$ cat config.mk
export PLATFORM = sky130hd
export DESIGN_NAME = mem_resp_delay_pipe
export DESIGN_NICKNAME = d
export VERILOG_FILES = /design/src/rtl/mem_resp_delay_pipe.sv
export SDC_FILE = /design/constraint.sdc
export NUM_CORES = 1
export LEC_CHECK = 0
export ABC_AREA = 1
export CAP_MARGIN = 20
export CORE_MARGIN = 4
export CORE_UTILIZATION = 50
export CTS_BUF_LIST = sky130_fd_sc_hd__clkbuf_16
export DETAILED_ROUTE_END_ITERATION = 6
export PLACE_DENSITY = 0.87
export REMOVE_ABC_BUFFERS = 1
export SLEW_MARGIN = 15
export SYNTH_ARGS = -nofsm -noshare
export SYNTH_HDL_FRONTEND = slang
export SYNTH_SLANG_ARGS = --single-unit
$ cat constraint.sdc
create_clock -name clk -period 3.2 [get_ports clk]
set_input_delay 0.64 -clock clk [delete_from_list [all_inputs] [get_ports clk]]
set_output_delay 0.64 -clock clk [all_outputs]
set_load 0.03 [all_outputs]
$ cat src/rtl/mem_resp_delay_pipe.sv
// Elastic delay pipeline for memory read responses with flush, bubble
// collapsing and an independent fixed-latency stall sideband.
module mem_resp_delay_pipe #(
  parameter int DATA_W      = 64,
  parameter int DEPTH       = 2,
  parameter int STALL_DEPTH = 1,
  parameter int CNT_W       = $clog2(DEPTH + 1)
) (
  input  logic              clk,
  input  logic              rst,
  input  logic              in_valid,
  input  logic [DATA_W-1:0] in_data,
  input  logic              in_req,
  output logic              in_ready,
  input  logic              flush,
  output logic              out_valid,
  output logic [DATA_W-1:0] out_data,
  output logic              out_req,
  input  logic              out_ready,
  input  logic              stall_in,
  output logic              stall_out,
  output logic [CNT_W-1:0]  occupancy
);

  if (DEPTH < 1 || STALL_DEPTH < 1) begin : g_bad_param
    $error("mem_resp_delay_pipe: DEPTH and STALL_DEPTH must be >= 1");
  end

  logic [DEPTH-1:0]       v_q, v_d;
  logic [DEPTH-1:0]       req_q, req_d;
  logic [DATA_W-1:0]      data_q [DEPTH];
  logic [DATA_W-1:0]      data_d [DEPTH];
  logic [DEPTH-1:0]       adv;
  logic [STALL_DEPTH-1:0] stall_q, stall_d;
  logic                   accept;

  // adv[i]: stage i may hand its content on this cycle
  always_comb begin
    logic acc;
    adv = '0;
    acc = out_ready | ~v_q[DEPTH-1];
    adv[DEPTH-1] = acc;
    for (int i = DEPTH - 2; i >= 0; i--) begin
      acc = acc | ~v_q[i+1];
      adv[i] = acc;
    end
  end

  assign in_ready = ~v_q[0] | adv[0];
  assign accept   = in_valid & in_ready & ~flush;

  always_comb begin
    v_d    = v_q;
    req_d  = req_q;
    data_d = data_q;
    if (in_ready) begin
      v_d[0] = accept;
      if (accept) begin
        data_d[0] = in_data;
        req_d[0]  = in_req;
      end
    end
    for (int i = 1; i < DEPTH; i++) begin
      if (adv[i-1]) begin
        v_d[i] = v_q[i-1];
        if (v_q[i-1]) begin
          data_d[i] = data_q[i-1];
          req_d[i]  = req_q[i-1];
        end
      end
    end
    if (flush) v_d = '0;
  end

  always_comb begin
    stall_d    = stall_q;
    stall_d[0] = stall_in;
    for (int i = 1; i < STALL_DEPTH; i++) begin
      stall_d[i] = stall_q[i-1];
    end
  end

  always_ff @(posedge clk) begin
    if (rst) begin
      v_q     <= '0;
      req_q   <= '0;
      stall_q <= '0;
      for (int i = 0; i < DEPTH; i++) data_q[i] <= '0;
    end else begin
      v_q     <= v_d;
      req_q   <= req_d;
      stall_q <= stall_d;
      for (int i = 0; i < DEPTH; i++) data_q[i] <= data_d[i];
    end
  end

  always_comb begin
    occupancy = '0;
    for (int i = 0; i < DEPTH; i++) begin
      occupancy = occupancy + CNT_W'(v_q[i]);
    end
  end

  assign out_valid = v_q[DEPTH-1];
  assign out_data  = data_q[DEPTH-1];
  assign out_req   = req_q[DEPTH-1];
  assign stall_out = stall_q[STALL_DEPTH-1];

endmodule

==> metrics.md <==
| Metric | Value |
|---|---|
| Critical path buffers and inverters | 3 |
| Hold Violations, Final | 0 |
| CP Depth | 4 |
| Resized Gates After CTS | 0 |
| CTS Buf Count | 17 |
| Pre-antenna DRT Iters | 4 |
| GR Overflow Total | 0 |
| Yosys top cell by area | dfxtp_1 |
| Fillers | 1038 |
| Clock root cell | clkbuf_16 |
| Tmin final | 2.61 ns |
| Residual DRC count | 0 |
| Fin. max-slew vios | 0 |
| Placed cells | a little over 1000 |
| Mapped Cells | approximately 860 |
| Pwr Total | 4140 uW |
| Area delta synth->final | 24.9% |
| Pin count of the biggest net entering global routing | 131 |
| Critical Path AT | 1.97 ns |
| Skew final | between 0.006 and 0.007 ns |
| P_int | around 3100 uW |
| Switch share | 25.5% |
| # diodes | 0 |
| Max Clk Rate | 0.383 GHz |
| Crit-path max FO | 3 |
| Req. time, crit path | 2.56 ns |
| CP Launch Type | input pin |
| First-pass GRT wire length | 21400 um |
| Gp weighted congestion | between 0.7 and 0.8 |
| CTS tree | built |
| FP Rows | 40 |
| Synth area leaders | dfxtp_1 (44%), nor2_1 (12%), buf_4 (8.5%) |
| Final instance area | 7630 um^2 |
| Synth top area share | between 40% and 50% |
| CORE AREA | 12000 um^2 |
| Placed instance area | 7090 um^2 |
| Psw | 1050 uW |
| Ports | 141 |
| Max-Cap Viols | 0 |
| Via count | 5118 |
| Syn avg cell area | slightly above 7 um^2 |
| Vias in the first global route | 4515 |
| Htree depth | 4 |
| Gr usage total | ~18% |
| Final setup vio count | 0 |
| Worst path top cell family by delay | buffers and inverters |
| Crit path max-delay cell type | clkdlybuf4s50_1 |
| Drt wl/cell | around 12 um |
| Synth Warn # | 0 |
| Total wire length | 13100 um |
| Worst skew pair latency | around 0.4 ns |
| Post-route ant nets | 0 |
| Fin Setup TNS | 0 ns |
| Worst-margin pin slew | 0.731 ns |
| Hold Path Class | reg2reg |
| XOR/XNOR share of the synthesized area | 0% |
| Hold_buf cts | 0 |
| Combinational fraction of design power | between 10% and 20% |
| Initial Utilization | 50.9% |
| Reg-to-reg slack, setup | 1.47 ns |
| Status | complete, no violations |
| Fraction of layout cells with a size suffix above 1 | under 10% |
| Tcrit/Tclk final | 81.6% |
| Non-filler cells, final | 1059 |
| Post-CTS setup buffers | 0 |
| DP Wirelength | between 7000 and 8000 um |
| Die width | 119 um |
| Sequential share of power | 43.5% |
| Via density | 4.83 |
| Initial detailed-routing violation count | 583 |
| Buffers on Ports | 140 |
| Sinks on Clock Net | 133 |
| Util after Layout | 63.6% |
| Crit-path cells | clkdlybuf4s50_1, inv_1, nand3_4, clkdlybuf4s50_1 |
| Die footprint | around 14000 um^2 |
| Register bit total from synthesis | 133 |
| Synth Area in Compound Gates | 5.57% |
| Total Nets Final | roughly 1000 |
| Netlist Area Pre-Place | 6110 um^2 |
| RSZ-0062 raised after global routing | false |
| Pleak | 0.00334 uW |
| Post-Synth Adder-Cell Area | 0.205% |
| Critical path class | in2out |
| Hold path depth | 2 |
| Multiplexer area fraction after synthesis | 0% |
| R2R cell count | 6 |
| CP dominant cell by count | clkdlybuf4s50_1 |
| Die Y | 119 um |
| Max incr delay on CP | 0.67 ns |
| Unique masters post-synth | 14 |
| Synth Area in Simple Gates | between 30 and 40% |
| Reg clk slew, reported paths | 0.05 ns |
| Max-slew headroom | 51.3% |
| Largest family of logic cells by synthesized area | simple AND/OR/NAND/NOR gates |
| Initial antenna violation count | 0 |
| Maximum VDD drop | 254 uV |
| Sequential share of the synthesized area | between 40 and 50% |
| Pwr dens | 542 nW/um^2 |
| Crit end category | output pin |
| Maximum clock path buffer count | 2 |
| Clock network fraction of total power | 42.6% |
## power by group through the flow
stage	Clock, uW	Sequential [uW]	Combinational [uW]
after floorplan	0	1920	268
after global placement	0	1830	568
after detailed placement	0	1840	578
after CTS	1800	1800	581
after global routing	1880	1810	635
final	1760	1800	576
## synth_stat cells
| cell type | count |
|---|---|
| a21oi_1 | 68 |
| buf_1 | 12 |
| buf_2 | 32 |
| buf_4 | 69 |
| clkbuf_1 | 14 |
| dfxtp_1 | 133 |
| ha_1 | 1 |
| inv_1 | 70 |
| nand2_1 | 131 |
| nand3_1 | 66 |
| nand3b_1 | 65 |
| nor2_1 | 196 |
| nor2_2 | 1 |
| or2_2 | 1 |
## cell families after synthesis
kind of cell / after synthesis
AND/OR/NAND/NOR: 460
flip-flops: 133
buffers and inverters: 197
AO/OA/AOI/OAI: 68
adder cells (fa/ha/maj): 1
## flip-flops by register name, indices dropped and copies added (netlist names)
name,cells
data_q,64
out_data,64
req_q,2
stall_out,1
v_q,2
## placed cells by master, fill, tap and decap left out, drive strengths merged, types with 9 or more instances in the layout
| master | n |
|---|---|
| a21oi | 68 |
| buf | 9 |
| clkbuf | 17 |
| clkdlybuf4s50 | 140 |
| clkinv | 9 |
| dfxtp | 133 |
| inv | 70 |
| nand2 | 131 |
| nand3 | 66 |
| nand3b | 65 |
| nor2 | 197 |
## stage by stage
stage / hold WS [ns] / worst slack, ns
finish: 0.469 / 0.588
global route: 0.497 / 0.547
CTS: 0.473 / 0.581
detailed placement: 0.459 / 0.584
global placement: 0.450 / 0.508
floorplan: 0.443 / -1.85
## cell type report
class                           instances  area (um^2)  area share [%]
Timing Repair Buffer                  149         1540            20.2
Multi-Input combinational cell        529         2440            32.0
Clock buffer                           17          425            5.57
Clock inverter                         14          115            1.51
Tap cell                              147          184            2.41
Inverter                               70          265            3.47
Sequential cell                       133         2660            34.9
## per-layer routing
metal | up-vias | track usage [%] | wire (um)
met5 | - | 0 | 0
met4 | 0 | 6.08 | 175
met3 | 14 | 5.12 | 671
met2 | 136 | 30.6 | 6540
met1 | 2274 | 22.5 | 5720
li1 | 2694 | - | -
## tightest hold or removal path: cells and delay by family, from the launching register on
kind,cells,cell delay (ns)
flops,1,0.32
compound gates,1,0.04
simple gates,1,0.08
## final timing paths
path                            startpoint         end
worst max-delay path             out_ready    in_ready
worst min-delay path            data_q[98]  data_q[98]
worst max register to register      v_q[1]  data_q[90]
worst min register to register  data_q[98]  data_q[98]
Note: power is estimated with default switching activity, not from simulation.
